## src/rtl/hd_timing_if.sv

```systemverilog
// Controller <-> beat/phase sequencer signal bundle.
// HD_TIMING_SSTEP_EN adds the single-step request line.
interface hd_timing_if;
    logic       start;
    logic       short;
    logic       long;
    logic       stop;
`ifdef HD_TIMING_SSTEP_EN
    logic       sstep;
`endif
    logic [3:1] w;
    logic       t1;
    logic       t2;
    logic       t3;
    logic       run;

`ifdef HD_TIMING_SSTEP_EN
    modport master (
        output start, short, long, stop, sstep,
        input  w, t1, t2, t3, run
    );
    modport slave (
        input  start, short, long, stop, sstep,
        output w, t1, t2, t3, run
    );
`else
    modport master (
        output start, short, long, stop,
        input  w, t1, t2, t3, run
    );
    modport slave (
        input  start, short, long, stop,
        output w, t1, t2, t3, run
    );
`endif
endinterface

```

## src/rtl/hd_timing.sv

```systemverilog
// Beat (W) / phase (T1..T3) timing sequencer with START edge detect and STOP halt.
// Optional single-step mode under HD_TIMING_SSTEP_EN.
module hd_timing (
    input  logic       clk,
    input  logic       clr,
    hd_timing_if.slave bus
);

    // Phase state is the T strobe vector itself, so outputs come straight from flops.
    typedef enum logic [2:0] {
        StIdle = 3'b000,
        StT1   = 3'b001,
        StT2   = 3'b010,
        StT3   = 3'b100
    } phase_e;

    phase_e     t_q, t_d;
    logic [3:1] w_q, w_d;
    logic       run_q, run_d;
    logic       start_q;

    logic       start_edge;
    logic       halt_req;
    logic       w_legal;
    logic [3:1] w_adv;

    assign start_edge = bus.start & ~start_q;

`ifdef HD_TIMING_SSTEP_EN
    assign halt_req = bus.stop | bus.sstep;
`else
    assign halt_req = bus.stop;
`endif

    assign w_legal = (w_q == 3'b001) || (w_q == 3'b010) || (w_q == 3'b100);

    // State register. Edge history is preset high so a START held through CLR is not an edge.
    always_ff @(posedge clk) begin
        if (clr) begin
            t_q     <= StIdle;
            w_q     <= 3'b001;
            run_q   <= 1'b0;
            start_q <= 1'b1;
        end else begin
            t_q     <= t_d;
            w_q     <= w_d;
            run_q   <= run_d;
            start_q <= bus.start;
        end
    end

    // Beat successor, only consumed on the edge leaving T3.
    always_comb begin
        w_adv = 3'b001;
        case (w_q)
            3'b001:  w_adv = bus.short ? 3'b001 : 3'b010;
            3'b010:  w_adv = bus.long  ? 3'b100 : 3'b001;
            3'b100:  w_adv = 3'b001;
            default: w_adv = 3'b001;
        endcase
    end

    // Next state. Any T/RUN combination that is not legal falls back to halted.
    always_comb begin
        t_d   = t_q;
        w_d   = w_q;
        run_d = run_q;
        case (t_q)
            StIdle: begin
                if (run_q) begin
                    run_d = 1'b0;
                end else if (start_edge) begin
                    t_d   = StT1;
                    run_d = 1'b1;
                end
            end
            StT1: begin
                t_d   = run_q ? StT2 : StIdle;
            end
            StT2: begin
                t_d   = run_q ? StT3 : StIdle;
            end
            StT3: begin
                if (run_q) begin
                    w_d = w_adv;
                    if (halt_req) begin
                        t_d   = StIdle;
                        run_d = 1'b0;
                    end else begin
                        t_d   = StT1;
                    end
                end else begin
                    t_d = StIdle;
                end
            end
            default: begin
                t_d   = StIdle;
                run_d = 1'b0;
            end
        endcase
        if (!w_legal) begin
            w_d = 3'b001;
        end
    end

    // Outputs are pure register taps.
    always_comb begin
        bus.w   = w_q;
        bus.t1  = t_q[0];
        bus.t2  = t_q[1];
        bus.t3  = t_q[2];
        bus.run = run_q;
    end

endmodule

```

## src/flat_wrapper.sv

```systemverilog
// flat-port wrapper written by rule: the top's interface ports become plain ports
module hd_timing_flat 
  (clk, clr, bus_start, bus_short, bus_long, bus_stop, bus_w, bus_t1, bus_t2, bus_t3, bus_run);
  hd_timing_if bus_i ();
  input  logic clk;
  input  logic clr;
  input wire logic [$bits(bus_i.start)-1:0] bus_start;
  input wire logic [$bits(bus_i.short)-1:0] bus_short;
  input wire logic [$bits(bus_i.long)-1:0] bus_long;
  input wire logic [$bits(bus_i.stop)-1:0] bus_stop;
  output wire logic [$bits(bus_i.w)-1:0] bus_w;
  output wire logic [$bits(bus_i.t1)-1:0] bus_t1;
  output wire logic [$bits(bus_i.t2)-1:0] bus_t2;
  output wire logic [$bits(bus_i.t3)-1:0] bus_t3;
  output wire logic [$bits(bus_i.run)-1:0] bus_run;
  assign bus_i.start = bus_start;
  assign bus_i.short = bus_short;
  assign bus_i.long = bus_long;
  assign bus_i.stop = bus_stop;
  assign bus_w = bus_i.w;
  assign bus_t1 = bus_i.t1;
  assign bus_t2 = bus_i.t2;
  assign bus_t3 = bus_i.t3;
  assign bus_run = bus_i.run;
  hd_timing u_core (.clk(clk), .clr(clr), .bus(bus_i));
endmodule
```

## config.mk

```make
export PLATFORM = sky130hd
export DESIGN_NAME = hd_timing_flat
export DESIGN_NICKNAME = d
export VERILOG_FILES = /design/src/rtl/hd_timing_if.sv /design/src/rtl/hd_timing.sv /design/src/flat_wrapper.sv
export SDC_FILE = /design/constraint.sdc
export NUM_CORES = 1
export LEC_CHECK = 0
export CORE_AREA = 3 3 40 42
export CTS_BUF_LIST = sky130_fd_sc_hd__clkbuf_8 sky130_fd_sc_hd__clkbuf_16
export DETAILED_ROUTE_END_ITERATION = 10
export DIE_AREA = 0 0 43 45
export PLACE_DENSITY = 0.63
export SYNTH_ARGS = -nofsm -noshare
export SYNTH_HDL_FRONTEND = slang
export SYNTH_SLANG_ARGS = --single-unit
```

## constraint.sdc

```tcl
create_clock -name clk -period 1.8 [get_ports clk]
set_input_delay 0.54 -clock clk [delete_from_list [all_inputs] [get_ports clk]]
set_output_delay 0.54 -clock clk [all_outputs]
set_load 0.01 [all_outputs]
```

==> run_results.csv, run 1 <==
group,metric,value,unit
critical_path,rr_startpoint,"u_core.t_q[1]",
die,io-pin-count,13,
drt,viasPerCell,4.95,
placed_design,postPlaceCellArea,492,um^2
finish,drive_gt1_share,16.3,%
finish,finish.net_count,57,
critical_path,critical_path.max_stage_delay,0.58,ns
hold_path,min_from,"u_core.bus.w[1]",
placed_design,place.gp.congestion,0.702,
finish,fillers,125,
placed_design,numPortBuffers,12,
pwr,switching_share,18.7,%
yosys,synth_fp_nets,40,
clock_tree,cts_buffer_depth,2,
grt,grt-ovfl-total,0,
finish,syn2layout_area_growth,51.8,%
clock_tree,cts_root_buf,"clkbuf_8",
die,fp.dieH,45,um
critical_path,cp_slowest_cell,"clkdlybuf4s50_1",
sta,max_freq,567,MHz
critical_path,crit_buf_inv,1,
finish,seq_area,163,um^2
yosys,ys_warn_count,0,
die,dieArea,0.00194,mm^2
finish,fin_area,536,um^2
drt,via_count,317,
yosys,netlist_area,353,um^2
die,start_util,27.5,%
critical_path,startpoint_type,"flop",
flow_run,max_cap_viol_count,0,
grt,antenna_found_initial,0,
sta,period_minus_slack,1.76,ns
critical_path,worstPathArrival,1.22,ns
yosys,synthCells,34,
critical_path,criticalPathCategory,"reg2out",
pwr,p_sw,0.0781,mW
die,die_x,43,um
sta,fin_crit_sh,98.0,%
grt,grt_pass1_vias,293,
critical_path,worstPathRequired,1.26,ns
grt,grt_max_degree,8,
finish,multiInputGateArea,189,um^2
finish,final_common_cell,"clkdlybuf4s50_1",
critical_path,crit_start,"u_core.bus.w[2]",
drt,drtAntennaViolNets,0,
pwr,p_leak,0.182,nW
finish,mostFrequentLayoutCells,"12 x clkdlybuf4s50_1, 6 x dfxtp_1, 3 x or3b_1, 3 x clkbuf_8",
clock_tree,path_clk_slew,0.04,ns
drt,drc,0,
drt,drt_first_pass_iters,3,
finish,antenna-diode-count,0,
critical_path,worstPathMaxFanout,6,
drt,routedWlPerCell,10.9,um
clock_tree,clk-insertion-delay-late,0.23,ns
critical_path,crit_chain,"clkdlybuf4s50_1",
pwr,power_frac_seq,43.7,%
pwr,power_frac_clock,51.0,%
placed_design,place_hpwl,513,um
sta,clock-skew-final,0.000453,ns
pwr,power_frac_comb,5.3,%
clock_tree,clock-sinks,8,
yosys,synth_area_per_cell,10.4,um^2
yosys,ys_ff_latch,8,
die,rows,13,
sta,slew_viol_final,0,
pwr,power_density,780,mW/mm^2
yosys,ys_types,22,
clock_tree,h-tree-depth,1,
status,status,"finished clean",
sta,hold_viol_final,0,
pwr,vdd_drop_max,356,uV
drt,postRouteWirelength,698,um
drt,drtIter0Drc,4,
clock_tree,hold_buffers,0,
critical_path,critPathTopFamily,"buffers and inverters",
critical_path,end_kind,"output pin",
sta,rsz0062_at_grt,"false",
clock_tree,cts_tree,"built",
clock_tree,cts_buffers,3,
sta,tns,0,ns
pwr,internal_power,0.340,mW
grt,grtUsageTotal,8.78,%
sta,setup_viol,0,
grt,grt_pass1_wl,1190,um
hold_path,hold_class,"reg2reg",
yosys,yosysSeqAreaShare,45.4,%
sta,relSlewSlack,81.0,%
die,floorplan.core_area,0.00128,mm^2
sta,worstMarginPinSlew,0.284,ns
layout make-up:
cell class,instances,area share (%)
clock buffer,3,7.71
inverter,1,0.701
tap,15,3.50
timing repair buffer,12,22.4
multi-input combinational,25,35.3
sequential,8,30.4
state kept, by name, summed over array words and instances (netlist names):
signal,count
u_core.bus.run,1
u_core.start_q,1
u_core.t_q,3
u_core.bus.w,3
worst paths after layout:
check | to | slack, ns | depth (start not counted)
max reg2reg | u_core.bus.w[3] | 0.46 | 3
min | u_core.bus.w[3] | 0.48 | 1
max | bus_w[1] | 0.04 | 1
min reg2reg | u_core.bus.w[3] | 0.48 | 1
Yosys cell counts:
library cell | count | share of area [%]
inv_1 | 1 | 1.1
nand3_1 | 1 | 1.4
or2_1 | 1 | 1.8
a211oi_2 | 1 | 3.5
a31oi_1 | 1 | 1.8
xnor2_1 | 1 | 2.5
nor4_1 | 1 | 1.8
and2b_2 | 1 | 2.5
nor2b_1 | 1 | 1.8
or3_1 | 2 | 3.5
nand4b_1 | 1 | 2.5
nand2_1 | 1 | 1.1
and3_1 | 2 | 3.5
nor2_1 | 2 | 2.1
o41ai_1 | 1 | 2.5
a31o_1 | 1 | 2.5
o211ai_1 | 1 | 2.1
dfxtp_1 | 8 | 45
and4bb_4 | 1 | 4.6
nor4b_1 | 1 | 2.5
or3b_1 | 3 | 7.4
a211oi_1 | 1 | 2.1
through the flow:
step	utilization, %	setup slack, ns	power [mW]	hold WS, ns	instances
after detailed placement	38.3	0.114	0.208	0.518	61
after CTS	41.5	0.0164	0.424	0.528	64
after floorplan	-	0.488	0.191	0.523	34
final	41.7	0.0360	0.418	0.477	64
after global placement	38.3	0.113	0.208	0.512	61
after global routing	41.7	0.00141	0.432	0.498	64
per-layer routing:
layer	global-route usage, %	up-vias	part of all wire [%]
met5	0	-	0
li1	-	162	-
met1	8.78	141	47
met4	3.61	0	0
met3	7.57	0	11
met2	13.2	14	42
cells by family after synthesis:
family	synth area share [%]
and+or+nand+nor	36.5
DFF	45.4
AOI/OAI and AO/OA	14.5
xor gates and xnor gates	2.48
buffers and inverters	1.06
power by group through the flow:
stage	sequential [mW]	combinational [mW]	clock (mW)
2_1_floorplan	0.186	0.00551	0
3_3_place_gp	0.186	0.0224	0
3_5_place_dp	0.186	0.0225	0
4_1_cts	0.183	0.0225	0.219
5_1_grt	0.183	0.0241	0.225
6_report	0.183	0.0223	0.213
what timing repair did:
item                                    4_1_cts  5_1_grt
endpoints found under the setup margin        0        2
resized for setup                             0        2
buffers inserted                              0        0
Power figures use the tool's default switching activity.
==> run 2, diff against run 1 <==
- PLACE_DENSITY: 0.63 -> 0.65
- TNS_END_PERCENT: not set -> 100
- clock period: 1.8 -> 1.5 ns (I/O delays scaled with it)
==> run 2 against run 1 <==
Compared with the run above: global-route usage increased by 0.23 points; combinational power increased by 26%; clock skew about the same; power increased by 19%; sequential power increased by 20%; design area increased by 4.9%; sequential share of layout area decreased by 1.6 points; first-iteration DRC count decreased by 50%; critical endpoint is now u_core.bus.run.
==> run_results.csv, run 2 (same netlist as run 1, synthesis figures left out) <==
group,metric,value,unit
status,status,"finished clean",
critical_path,criticalPathCategory,"in2reg",
drt,drtIter0Drc,2,
placed_design,place_hpwl,516,um
clock_tree,h-tree-depth,1,
hold_path,hold_class,"reg2reg",
die,start_util,27.5,%
placed_design,place.gp.congestion,0.667,
pwr,total_power,0.497,mW
die,fp.dieH,45,um
finish,seq_area,161,um^2
pwr,power_frac_clock,50.1,%
grt,grt_pass1_vias,314,
finish,drive_gt1_share,22.6,%
clock_tree,cts_buffers,3,
critical_path,worstPathMaxFanout,2,
critical_path,worstPathRequired,1.62,ns
critical_path,r2r_slack,0.16,ns
placed_design,numPortBuffers,12,
sta,fin_crit_sh,91.1,%
clock_tree,clock-sinks,8,
sta,slew_viol_final,0,
placed_design,dp_cells,65,
finish,fillers,139,
die,floorplan.core_area,0.00128,mm^2
clock_tree,cts_buffer_depth,2,
drt,postRouteWirelength,769,um
pwr,vdd_drop_max,443,uV
drt,drt_first_pass_iters,2,
sta,clock-skew-final,0.000380,ns
grt,antenna_found_initial,0,
pwr,switching_share,17.8,%
critical_path,worstPathArrival,1.49,ns
sta,worstMarginPinSlew,0.228,ns
die,io-pin-count,13,
flow_run,max_cap_viol_count,0,
drt,via_count,331,
clock_tree,hold_buffers,0,
pwr,internal_power,0.409,mW
drt,viasPerCell,4.87,
sta,timing.hold.ws,0.531,ns
drt,drtAntennaViolNets,0,
pwr,p_sw,0.0884,mW
finish,instances_no_fill,68,
finish,multiInputGateArea,195,um^2
grt,grtUsageTotal,9.01,%
sta,max_freq,732,MHz
finish,finish.net_count,61,
sta,hold_viol_final,0,
clock_tree,path_clk_slew,0.04,ns
finish,antenna-diode-count,0,
clock_tree,clk-insertion-delay-late,0.22,ns
grt,grt_pass1_wl,1250,um
sta,setup_viol,0,
finish,mostFrequentLayoutCells,"7 x dlygate4sd2_1, 7 x dfxtp_1, 5 x clkdlybuf4s50_1",
grt,grt_max_degree,8,
critical_path,end_kind,"flop",
die,rows,13,
die,dieArea,0.00194,mm^2
clock_tree,cts_root_buf,"clkbuf_8",
pwr,power_density,885,mW/mm^2
drt,drc,0,
pwr,p_leak,0.230,nW
sta,period_minus_slack,1.37,ns
grt,grt-ovfl-total,0,
sta,relSlewSlack,84.6,%
drt,routedWlPerCell,11.3,um
clock_tree,cts_tree,"built",
die,die_x,43,um
pwr,power_frac_comb,5.7,%
critical_path,startpoint_type,"input pin",
pwr,power_frac_seq,44.3,%
finish,syn2layout_area_growth,59.2,%
## run 2: stage by stage
step,utilization [%],worst slack (ns),TNS [ns],area (um^2)
after CTS,43.2,0.141,0,556
final,43.7,0.133,0,562
after global routing,43.7,-0.00701,-0.00701,562
after floorplan,-,0.188,0,353
after global placement,40.6,-0.0885,-0.243,522
after detailed placement,40.6,-0.0958,-0.275,522
## run 2: path summary, 6_finish.rpt
kind | cells past startpoint | end | from
min reg2reg | 1 | u_core.t_q[0] | u_core.t_q[1]
max | 4 | u_core.bus.run | bus_start
max reg2reg | 3 | u_core.bus.w[1] | u_core.t_q[1]
min | 1 | u_core.t_q[0] | u_core.t_q[1]
## run 2: cell type report
type	instances	share of cell area [%]
Inverter	1	0.668
Multi-Input combinational cell	25	34.7
Clock buffer	3	7.35
Timing Repair Buffer	16	25.2
Tap cell	15	3.34
Sequential cell	8	28.7
## run 2: worst max-delay path: stages
cell and delay, ns:
clkdlybuf4s50_1 0.47, nor4b_2 0.19, a31oi_1 0.09, o41ai_1 0.29
## run 2: what timing repair did
| action | CTS | global route |
|---|---|---|
| setup buffers | 0 | 0 |
| gates resized for setup | 8 | 1 |
| pin swaps | 0 | 1 |
| setup endpoints to repair | 7 | 1 |
## run 2: metal layers
| metal | vias to the layer above | GRT usage [%] | wire, um |
|---|---|---|---|
| met5 | - | 0 | 0 |
| li1 | 171 | - | - |
| met2 | 13 | 12.9 | 311 |
| met4 | 0 | 9.04 | 11 |
| met1 | 145 | 10.7 | 365 |
| met3 | 2 | 2.39 | 80 |
## run 2: power by group through the flow
stage	Clock, mW	Sequential [mW]	Combinational [mW]
after floorplan	0	0.223	0.00661
after global placement	0	0.223	0.0286
after detailed placement	0	0.223	0.0285
after CTS	0.257	0.219	0.0279
after global routing	0.270	0.220	0.0308
final	0.249	0.220	0.0282
==> run 3, diff against run 2 <==
- CORE_AREA: 3 3 40 42 -> 2 2 39 41
- DIE_AREA: 0 0 43 45 -> 0 0 41 43
==> run 3 against run 2 <==
Compared with the run above: sequential share of layout area shrank 0.35 points; design area grew 2.0%; power grew 1.2%; non-clock buffer count grew 2; final cell count grew 4.4%; core utilization shrank 2.3 points; global-route usage grew 2.8 points; register-to-register slack is essentially flat; combinational power grew 7.8%; flip-flop and latch count is the same; clock power grew 2%; largest power group unchanged.
==> run_results.csv, run 3 (same netlist as run 1, synthesis figures left out) <==
group,metric,value,unit
status,status,"finished clean",
grt,grt_pass1_wl,1390,um
sta,slew_viol_final,0,
placed_design,dp_cells,68,
finish,finish.net_count,63,
clock_tree,cts_root_buf,"clkbuf_8",
die,io-pin-count,13,
sta,fin_crit_sh,91.9,%
drt,postRouteWirelength,752,um
sta,max_freq,725,MHz
drt,drtAntennaViolNets,0,
die,floorplan.core_area,0.00138,mm^2
finish,antenna-diode-count,0,
critical_path,worstPathArrival,1.49,ns
die,dieArea,0.00176,mm^2
clock_tree,cts_tree,"built",
finish,drive_gt1_share,25.5,%
flow_run,max_cap_viol_count,0,
finish,fillers,140,
die,start_util,25.5,%
die,fp.dieH,43,um
pwr,p_leak,0.240,nW
grt,grt_use_met1,13.9,%
clock_tree,clock-sinks,8,
sta,setup_viol,0,
drt,drt_first_pass_iters,3,
sta,clock-skew-final,0.00282,ns
placed_design,numPortBuffers,12,
hold_path,hold_class,"reg2reg",
placed_design,place_hpwl,608,um
sta,timing.hold.ws,0.476,ns
critical_path,end_kind,"flop",
critical_path,startpoint_type,"input pin",
grt,grt-ovfl-total,0,
finish,seq_area,163,um^2
sta,tns,0,ns
drt,drc,0,
drt,viasPerCell,4.89,
clock_tree,path_clk_slew,0.04,ns
drt,routedWlPerCell,10.6,um
sta,worstMarginPinSlew,0.241,ns
die,die_x,41,um
clock_tree,cts_buffers,3,
finish,instances_no_fill,71,
critical_path,criticalPathCategory,"in2reg",
sta,hold_viol_final,0,
critical_path,worstPathRequired,1.61,ns
critical_path,crit_chain,"clkdlybuf4s50_1, nand2_1, or3_1, a31o_1",
sta,period_minus_slack,1.38,ns
placed_design,place.gp.congestion,0.671,
grt,use_met3,4.71,%
grt,use_met2,17.5,%
pwr,power_density,878,mW/mm^2
clock_tree,cts_buffer_depth,2,
grt,grt_max_degree,8,
clock_tree,clk-insertion-delay-late,0.22,ns
drt,drtIter0Drc,1,
finish,final_common_cell,"dlygate4sd2_1",
grt,antenna_found_initial,0,
pwr,vdd_drop_max,380,uV
critical_path,cp_slowest_cell,"clkdlybuf4s50_1",
sta,relSlewSlack,83.8,%
finish,syn2layout_area_growth,62.4,%
critical_path,worstPathMaxFanout,2,
drt,via_count,347,
die,rows,14,
clock_tree,post-cts-setup-buffers,0,
finish,mostFrequentLayoutCells,"7 x dlygate4sd2_1, 6 x buf_4, 6 x dfxtp_1",
grt,grt_busiest_layer,"met2",
grt,grtUsageTotal,11.8,%
critical_path,critical_path.max_stage_delay,0.45,ns
clock_tree,h-tree-depth,1,
finish,multiInputGateArea,189,um^2
grt,grt_pass1_vias,356,
sta,rsz0062_at_grt,"false",
## run 3: metal layers
| metal | up-vias | routed length, um |
|---|---|---|
| met1 | 159 | 337 |
| met5 | - | 0 |
| met3 | 0 | 60 |
| met2 | 10 | 354 |
| li1 | 178 | - |
| met4 | 0 | 0 |
## run 3: worst paths after layout
path                                   endpoint  slack, ns     startpoint  depth (start not counted)
worst min-delay path              u_core.t_q[0]       0.48  u_core.t_q[1]                          1
worst max-delay path            u_core.bus.w[1]       0.12       bus_long                          4
worst max register to register  u_core.bus.w[3]       0.17  u_core.t_q[1]                          3
worst min register to register    u_core.t_q[0]       0.48  u_core.t_q[1]                          1
## run 3: timing repair
action	in CTS	in global routing
hold buffers	0	0
endpoints found under the hold margin	0	0
gates resized for setup	9	0
setup endpoints to repair	7	0
## run 3: per-stage QoR
step           util [%]  power (mW)  worst slack, ns  instance area [um^2]
2_1_floorplan         -       0.230            0.188                   353
3_3_place_gp       38.9       0.253           -0.115                   538
3_5_place_dp       38.9       0.254           -0.112                   538
4_1_cts            41.4       0.513            0.117                   573
5_1_grt            41.4       0.529           0.0757                   573
6_report           41.4       0.503            0.121                   573
## run 3: cell type report
type | instances | area share, %
repair buffers | 18 | 27.3
clock buffers | 3 | 7.21
well taps | 16 | 3.49
inverters | 1 | 0.655
multi-input cells | 25 | 33.0
flip-flops and latches | 8 | 28.4
## run 3: worst max-delay path, delay by kind of cell
kind | cells | cell delay [ns]
and+or+nand+nor | 2 | 0.37
AOI/OAI and AO/OA | 1 | 0.23
buffers and inverters | 1 | 0.45
## run 3: report_power, final
group          total, mW  internal, mW  switching (mW)  leakage (nW)
logic             0.0304        0.0198          0.0106         0.152
registers          0.218         0.217         0.00174        0.0659
clock network      0.254         0.174          0.0807        0.0216
